===== src/rtl/context_switch_scheduler.sv =====
// Sequences save/gap/restore context switches on the broadcast stage bus and
// picks which pending context runs next, strictly in ring order.
module context_switch_scheduler #(
  parameter int unsigned NUM_CONTEXTS = 2,
  parameter int unsigned RESTORE_GAP  = 1,
  parameter int unsigned CTX_WIDTH    = (NUM_CONTEXTS > 1) ? $clog2(NUM_CONTEXTS) : 1,
  parameter int unsigned STAGE_WIDTH  = 3,
  parameter logic [STAGE_WIDTH-1:0] STAGE_IDLE          = STAGE_WIDTH'(0),
  parameter logic [STAGE_WIDTH-1:0] STAGE_READ_FROM_MEM = STAGE_WIDTH'(1),
  parameter logic [STAGE_WIDTH-1:0] STAGE_WRITE_TO_MEM  = STAGE_WIDTH'(2)
) (
  input  logic                    clk,
  input  logic                    reset,
  input  logic [NUM_CONTEXTS-1:0] context_req,
  input  logic [STAGE_WIDTH-1:0]  stage_in,
  input  logic                    decode_done,
  output logic [STAGE_WIDTH-1:0]  global_stage,
  output logic                    local_context_switch,
  output logic [CTX_WIDTH-1:0]    active_context,
  output logic                    run_start,
  output logic [NUM_CONTEXTS-1:0] context_ack,
  output logic                    busy
);

  localparam int unsigned GAP_W    = (RESTORE_GAP > 1) ? $clog2(RESTORE_GAP) : 1;
  localparam int unsigned GAP_LAST = (RESTORE_GAP > 0) ? RESTORE_GAP - 1 : 0;

  typedef enum logic [2:0] {
    ST_IDLE, ST_RUN, ST_SAVE, ST_GAP, ST_RESTORE, ST_START
  } state_t;

  state_t                  state, next_state;
  logic [GAP_W-1:0]        gap_cnt, next_gap;
  logic [CTX_WIDTH-1:0]    next_active, succ_ctx;
  logic [STAGE_WIDTH-1:0]  stage_d, run_stage;
  logic                    run_start_d, busy_d;
  logic [NUM_CONTEXTS-1:0] ack_d;

  assign succ_ctx = (active_context == CTX_WIDTH'(NUM_CONTEXTS - 1)) ?
                    '0 : active_context + CTX_WIDTH'(1);

  // Save/restore codes are reserved for this block; mask them off the controller.
  assign run_stage = ((stage_in == STAGE_WRITE_TO_MEM) || (stage_in == STAGE_READ_FROM_MEM)) ?
                     STAGE_IDLE : stage_in;

  always_comb begin
    next_state  = state;
    next_gap    = gap_cnt;
    next_active = active_context;
    case (state)
      ST_IDLE: begin
        if (context_req[active_context]) next_state = ST_START;
        else if (|context_req)           next_state = ST_SAVE;
      end
      ST_RUN: begin
        if (decode_done) begin
          if (context_req[active_context]) next_state = ST_START;
          else if (|context_req)           next_state = ST_SAVE;
          else                             next_state = ST_IDLE;
        end
      end
      ST_SAVE: begin
        next_gap = '0;
        if (RESTORE_GAP == 0) begin
          next_state  = ST_RESTORE;
          next_active = succ_ctx;
        end else begin
          next_state = ST_GAP;
        end
      end
      ST_GAP: begin
        if (gap_cnt == GAP_W'(GAP_LAST)) begin
          next_state  = ST_RESTORE;
          next_active = succ_ctx;
        end else begin
          next_gap = gap_cnt + GAP_W'(1);
        end
      end
      ST_RESTORE: begin
        // active_context already points at the freshly restored context here
        if (context_req[active_context]) next_state = ST_START;
        else if (|context_req)           next_state = ST_SAVE;
        else                             next_state = ST_IDLE;
      end
      ST_START: next_state = ST_RUN;
      default:  next_state = ST_IDLE;
    endcase

    stage_d     = STAGE_IDLE;
    run_start_d = 1'b0;
    ack_d       = '0;
    busy_d      = 1'b0;
    case (next_state)
      ST_SAVE:    begin stage_d = STAGE_WRITE_TO_MEM;  busy_d = 1'b1; end
      ST_GAP:     busy_d = 1'b1;
      ST_RESTORE: begin stage_d = STAGE_READ_FROM_MEM; busy_d = 1'b1; end
      ST_RUN:     stage_d = run_stage;
      ST_START: begin
        run_start_d = 1'b1;
        ack_d       = NUM_CONTEXTS'(1) << next_active;
      end
      default: ;
    endcase
  end

  always_ff @(posedge clk) begin
    if (reset) begin
      state                <= ST_IDLE;
      gap_cnt              <= '0;
      active_context       <= '0;
      global_stage         <= STAGE_IDLE;
      local_context_switch <= 1'b1;
      run_start            <= 1'b0;
      context_ack          <= '0;
      busy                 <= 1'b0;
    end else begin
      state                <= next_state;
      gap_cnt              <= next_gap;
      active_context       <= next_active;
      global_stage         <= stage_d;
      // Links compare their registered stage, so the remote flag lags SAVE by one.
      local_context_switch <= (state != ST_SAVE);
      run_start            <= run_start_d;
      context_ack          <= ack_d;
      busy                 <= busy_d;
    end
  end

endmodule

===== config.mk =====
export PLATFORM = sky130hd
export DESIGN_NAME = context_switch_scheduler
export DESIGN_NICKNAME = d
export VERILOG_FILES = /design/src/rtl/context_switch_scheduler.sv
export SDC_FILE = /design/constraint.sdc
export NUM_CORES = 1
export LEC_CHECK = 0
export ABC_CLOCK_PERIOD_IN_PS = 1800
export CORE_AREA = 5 5 42 44
export DETAILED_ROUTE_END_ITERATION = 8
export DIE_AREA = 0 0 47 49
export MAX_ROUTING_LAYER = met4
export PLACE_DENSITY = 0.67
export SLEW_MARGIN = 20
export SYNTH_ARGS = -nofsm -noshare
export SYNTH_HDL_FRONTEND = slang
export SYNTH_SLANG_ARGS = --single-unit

===== constraint.sdc =====
create_clock -name clk -period 1.8 [get_ports clk]
set_input_delay 0.27 -clock clk [delete_from_list [all_inputs] [get_ports clk]]
set_output_delay 0.27 -clock clk [all_outputs]
set_load 0.05 [all_outputs]

==> key figures, run 1 <==
Run status
  – Status: finished, final reports clean

Clock tree
  – Total of cells resized after clock tree synthesis: 0
  – Maximum level of the CTS H-tree: 1
  – Clock root buffer: sky130_fd_sc_hd__clkbuf_4
  – Number of sinks driven by the clock tree: 12
  – CTS Hold Bufs: 0
  – Clock-pin slew of the registers on the worst-case setup and hold paths: 0.08 ns
  – CTS tree: done
  – Setup Buffers After CTS: 0
  – Clock tree buffer depth: 2
  – Clock latency of the later-clocked register in the worst-skew pair: 0.27 ns
  – Clock buffers created by TritonCTS: 3

Drt
  – Via Count: 372
  – Remaining design rule violation count: 0
  – Post-detailed-routing wire length: 882 um
  – Via density: 4.77
  – Drt first pass iters: 4
  – DRT antenna net count: 0
  – Routed wire length per instance: between 10 and 15 um
  – Detailed Route Iter0 Violations: 13

Worst setup path
  – Required @ worst endpoint: 1.53 ns
  – Crit Path Category: reg2out
  – CP startpoint kind: register
  – Cell Chain, Critical Path: clkdlybuf4s50_1
  – Standard cell with the maximum stage delay on the critical path: sky130_fd_sc_hd__clkdlybuf4s50_1
  – CP peak stage delay: 0.79 ns
  – Critical path peak fanout: 1
  – Buffers and inverters on the worst path: 1
  – Worst Path Arrival: 1.38 ns
  – Sort of element at the end of the critical path: output pin
  – Kind of cell adding the most delay to the critical path: buffers and inverters

Layout
  – Area added between synthesis and finish: 48.6%
  – Filler Cell Count: 157
  – Fraction of layout cells with a size suffix above 1: 14.5%
  – Cell Count, Final, Fillers Out: 78
  – ANT cells: 0
  – Post-layout nets: between 70 and 80
  – Final design utilization: 46.7%
  – Register cell area after layout: 240 um2
  – Multi-input gate area in the final layout: 189 um2

Flow run
  – Max-capacitance violation count: 0

GRT
  – Number of antenna violations at the first check in global routing: 0
  – Maximum number of pins on one net before global-route repair: 9
  – Number of global-route vias before repair: 353
  – Grt ovf: 0
  – Global Route Usage Sum: a little under a tenth
  – First-pass GRT wire length: 1400 um

Timing
  – Setup repair after global routing missed its margin: false
  – Final-report setup violation count: 0
  – Post-Route Setup TNS: 0 ns
  – Hold slack: 0.575 ns
  – Period minus WS final: 1.65 ns
  – Final clock skew: 0.00399 ns
  – Fraction of the cycle the final worst path needs: about nine tenths
  – Worst max-slew margin expressed relative to the limit: 66.9%
  – Number of slew-limit violations in the final report: 0
  – Number of hold-slack violations in the final timing report: 0
  – Maximum clock frequency: approximately 610 MHz
  – Transition time at the pin with the least slew margin: slightly below 0.5 ns

Synthesis
  – Largest area contributor in the netlist: sky130_fd_sc_hd__dfxtp_1
  – YS warnings: 0
  – Fraction of the yosys area taken by sequential cells: 54.5%
  – Synth area leaders: sky130_fd_sc_hd__dfxtp_1, sky130_fd_sc_hd__o21ai_0, sky130_fd_sc_hd__mux2_4
  – Number of nets in the synthesized netlist: 50
  – Area fraction of the dominant cell type after synthesis: 54.5%
  – Synth unique cells: 21
  – Seq cells post-synth: 12
  – Cell area after synthesis: 440 um2
  – Synthesized instance count: between 40 and 50
  – Average footprint of a synthesized cell: 10.5 um2

Place
  – Number of input and output port buffers inserted: 16
  – HPWL after DPL: 662 um
  – Dpl cells: 74
  – Routability congestion estimate: 0.817

Die
  – Core area: around 1400 um2
  – Die Footprint: 2300 um2
  – Vertical die dimension: 49 um
  – Cell row count: 14
  – IO Count: 17
  – Chip width: around 47 um
  – Initial core utilization: 31.4%

Power
  – Total power density per cell area: 974 nW/um2
  – VDD IR-drop max: 435 uV
  – Sum of internal, switching and leakage power: 0.637 mW
  – Leakage: ~0.26 nW

Hold path
  – Min-delay worst type: reg2reg
metrics by stage:
stage	area, um2	setup WS (ns)
final	654	0.151
after global routing	654	0.0816
after CTS	654	0.135
after detailed placement	618	0.246
after global placement	618	0.272
after floorplan	440	0.329
cell families after synthesis:
| group | count (synthesis) | synth area share, % |
|---|---|---|
| AOI/OAI and AO/OA | 11 | 17.3 |
| xor gates and xnor gates | 1 | 1.99 |
| buffers and inverters | 3 | 2.56 |
| DFF | 12 | 54.5 |
| muxes | 1 | 3.41 |
| and+or+nand+nor | 14 | 20.2 |
routing by layer:
metal	up-vias	GRT usage [%]	share of wire (%)
met5	-	-	0
met4	0	9.22	3.1
met3	4	4.43	11
met2	15	12.2	44
met1	160	9.19	42
li1	193	-	-
power by group:
group	switching [mW]	internal, mW
logic	0.0747	0.0524
registers	0.0134	0.284
clock network	0.0893	0.123
total	0.177	0.460
registers in the layout, summed over array words and instances, names as in the netlist:
name and flops:
global_stage 3, state 3, context_ack 2, active_context 1, busy 1, local_context_switch 1
run_start 1
layout make-up:
type	instances	share of cell area, %
Sequential cell	12	36.7
Multi-Input combinational cell	27	28.9
Timing Repair Buffer	16	24.1
Clock buffer	4	5.54
Tap cell	16	3.06
Inverter	3	1.72
Yosys cell counts:
master                     number
sky130_fd_sc_hd__dfxtp_1       12
sky130_fd_sc_hd__o21ai_0        5
sky130_fd_sc_hd__nor2_1         4
sky130_fd_sc_hd__inv_1          3
sky130_fd_sc_hd__nand2_1        2
sky130_fd_sc_hd__a21oi_1        1
sky130_fd_sc_hd__and3b_2        1
sky130_fd_sc_hd__mux2_4         1
sky130_fd_sc_hd__nand2b_2       1
sky130_fd_sc_hd__nand3b_1       1
sky130_fd_sc_hd__nor2b_1        1
sky130_fd_sc_hd__nor3b_1        1
sky130_fd_sc_hd__nor4b_1        1
sky130_fd_sc_hd__o2111a_1       1
sky130_fd_sc_hd__o211ai_1       1
sky130_fd_sc_hd__o221ai_1       1
sky130_fd_sc_hd__o311a_1        1
sky130_fd_sc_hd__o41ai_1        1
sky130_fd_sc_hd__or3_1          1
sky130_fd_sc_hd__or3_4          1
sky130_fd_sc_hd__xor2_1         1
placed cells by master, fill, tap and decap left out, types with 2 or more instances in the layout:
cell / count
sky130_fd_sc_hd__nand2_1: 2
sky130_fd_sc_hd__o21ai_0: 5
sky130_fd_sc_hd__nor2_1: 4
sky130_fd_sc_hd__clkdlybuf4s50_1: 15
sky130_fd_sc_hd__dfxtp_1: 12
sky130_fd_sc_hd__inv_1: 3
sky130_fd_sc_hd__clkbuf_4: 3
path summary, 6_finish.rpt:
check / start / endpoint / slack [ns] / cells after the start
setup / recovery: run_start / run_start / 0.15 / 1
hold reg to reg: state[0] / local_context_switch / 0.57 / 1
hold / removal: state[0] / local_context_switch / 0.57 / 1
setup reg to reg: state[2] / state[0] / 0.60 / 3
No activity file was read; power rests on OpenSTA's default activity.
==> run 2: changes to the inputs <==
CTS_CLUSTER_SIZE = 24   (was unset)
==> results of run 2 <==
Final layout, timing and power as in run 1 (identical DEF).
==> run 3: changes to the inputs <==
ABC_CLOCK_PERIOD_IN_PS = 1350   (was 1800)
PLACE_DENSITY = 0.7   (was 0.67)
REMOVE_ABC_BUFFERS = 1   (was unset)
clock period = 1.35 ns   (was 1.8 ns; I/O delays follow)
==> run 3 against run 2 <==
  * Sequential power is 36% higher
  * Non-clock buffer count grew 2
  * First-iteration DRC count down 15%
  * Power increased by 44%
==> key figures, run 3 (same netlist as run 1, synthesis figures left out) <==
Run status
  – Status: finished, final reports clean

Die
  – IO Count: 17
  – Chip width: 47 um
  – Die Footprint: 2300 um2
  – Vertical die dimension: 49 um
  – Initial core utilization: 31.4%
  – Core area: 1400 um2
  – Cell row count: 14

GRT
  – Global Route Usage Sum: ~9.2%
  – First-pass GRT wire length: 1480 um
  – Number of global-route vias before repair: 376
  – Maximum number of pins on one net before global-route repair: 9
  – Number of antenna violations at the first check in global routing: 0
  – Grt ovf: 0

Worst setup path
  – R2r startpoint: state[1]
  – Worst-case reg-to-reg path depth: 3
  – Crit Path Category: in2reg
  – Standard cell with the maximum stage delay on the critical path: sky130_fd_sc_hd__clkdlybuf4s50_1
  – CP startpoint kind: input pin
  – Required @ worst endpoint: 1.53 ns
  – Sort of element at the end of the critical path: register
  – Critical path peak fanout: 6
  – CP peak stage delay: approximately 0.45 ns
  – Worst Path Arrival: roughly 1.4 ns
  – Cell Chain, Critical Path: clkdlybuf4s50_1 -> nor2b_1 -> nor2_1 -> o311a_1
  – Cell depth of the worst setup path: 4
  – Setup slack, reg-to-reg: 0.16 ns
  – Capture point of the worst reg-to-reg path: context_ack[0]
  – Critical path origin: decode_done
  – Kind of cell adding the most delay to the critical path: buffers and inverters
  – Buffers and inverters on the worst path: 1

Clock tree
  – CTS Hold Bufs: 0
  – Clock latency of the later-clocked register in the worst-skew pair: between 0.2 and 0.3 ns
  – Setup Buffers After CTS: 0
  – Total of cells resized after clock tree synthesis: 0
  – CTS tree: done
  – Clock-pin slew of the registers on the worst-case setup and hold paths: 0.08 ns
  – Clock root buffer: sky130_fd_sc_hd__clkbuf_4
  – Clock buffers created by TritonCTS: 3
  – Clock tree buffer depth: 2
  – Number of sinks driven by the clock tree: 12
  – Maximum level of the CTS H-tree: 1

Hold path
  – Hold path cells: 3
  – Min-Delay Startpoint: stage_in[1]
  – Min-delay worst type: in2reg
  – Hold EP: global_stage[1]

Layout
  – Most used cells in the layout excluding fill and tap cells: sky130_fd_sc_hd__dfxtp_1, sky130_fd_sc_hd__buf_12, sky130_fd_sc_hd__clkdlybuf4s50_1, sky130_fd_sc_hd__o21ai_0, sky130_fd_sc_hd__nor2_1
  – Cell Count, Final, Fillers Out: 80
  – Most common library cell in the layout ignoring fill and taps: sky130_fd_sc_hd__dfxtp_1
  – Filler Cell Count: 133
  – ANT cells: 0
  – Fraction of layout cells with a size suffix above 1: between 20 and 30%
  – Post-layout nets: 73
  – Final design utilization: between 50% and 60%
  – Area added between synthesis and finish: 73.0%
  – Registers with the highest flip-flop counts: global_stage x3, state x3, context_ack x2

Timing
  – Smallest setup slack after layout: between 0.1 and 0.15 ns
  – Number of slew-limit violations in the final report: 0
  – Period minus WS final: 1.21 ns
  – Post-Route Setup TNS: 0 ns
  – Fraction of the cycle the final worst path needs: between 80% and 90%
  – Maximum clock frequency: 826 MHz
  – Setup repair after global routing missed its margin: false
  – Number of hold-slack violations in the final timing report: 0
  – Final-report setup violation count: 0
  – Worst max-slew margin expressed relative to the limit: 71.7%
  – Transition time at the pin with the least slew margin: 0.423 ns
  – Final clock skew: 0.00248 ns

Place
  – Number of input and output port buffers inserted: 16
  – Dpl cells: 76
  – Routability congestion estimate: 0.859
  – HPWL after DPL: about 740 um
  – Worst setup slack after placement: -0.142 ns

Drt
  – DRT antenna net count: 0
  – Drt first pass iters: 4
  – Post-detailed-routing wire length: 1000 um
  – Remaining design rule violation count: 0
  – Via density: 5.18
  – Routed wire length per instance: ~13 um
  – Detailed Route Iter0 Violations: 11
  – Via Count: just over 400

Power
  – Leakage: ~0.32 nW
  – VDD IR-drop max: 585 uV
  – Total power density per cell area: approximately 1200 nW/um2
  – Sum of internal, switching and leakage power: 0.915 mW

Flow run
  – Max-capacitance violation count: 0
[run 3: layout make-up]
class                   instances  area [um2]  area share [%]
clock buffers                   4        36.3            4.76
inverters                       3        11.3            1.48
multi-input cells              27         189            24.8
flip-flops and latches         12         240            31.5
well taps                      16        20.0            2.63
repair buffers                 18         265            34.8
[run 3: worst max-delay path by stage]
stage                    end  slack, ns
finish              state[0]       0.14
global route        state[0]       0.09
CTS                 state[0]       0.14
detailed placement  state[0]      -0.14
global placement    state[0]      -0.10
floorplan           state[0]      -0.12
[run 3: worst reg2reg max path, delay by kind of cell (launching register included)]
family           cells  cell delay (ns)
XOR/XNOR             1             0.27
AND/OR/NAND/NOR      1             0.14
AO/OA/AOI/OAI        1             0.23
flip-flops           1             0.49
[run 3: metrics by stage]
| stage | instance area (um2) | hold slack, ns |
|---|---|---|
| 2_1_floorplan | 440 | 0.275 |
| 4_1_cts | 762 | 0.552 |
| 6_report | 762 | 0.542 |
| 5_1_grt | 762 | 0.562 |
| 3_5_place_dp | 726 | 0.555 |
| 3_3_place_gp | 726 | 0.542 |
[run 3: routing by layer]
metal,wire length (um),GRT usage [%]
met5,0,-
met2,499,13.6
met1,396,9.80
met3,69,2.21
met4,36,7.83
[run 3: where the power goes]
part / internal (mW) / switching, mW / total [mW]
clock network: 0.164 / 0.132 / 0.296
logic: 0.108 / 0.105 / 0.214
registers: 0.380 / 0.0256 / 0.405
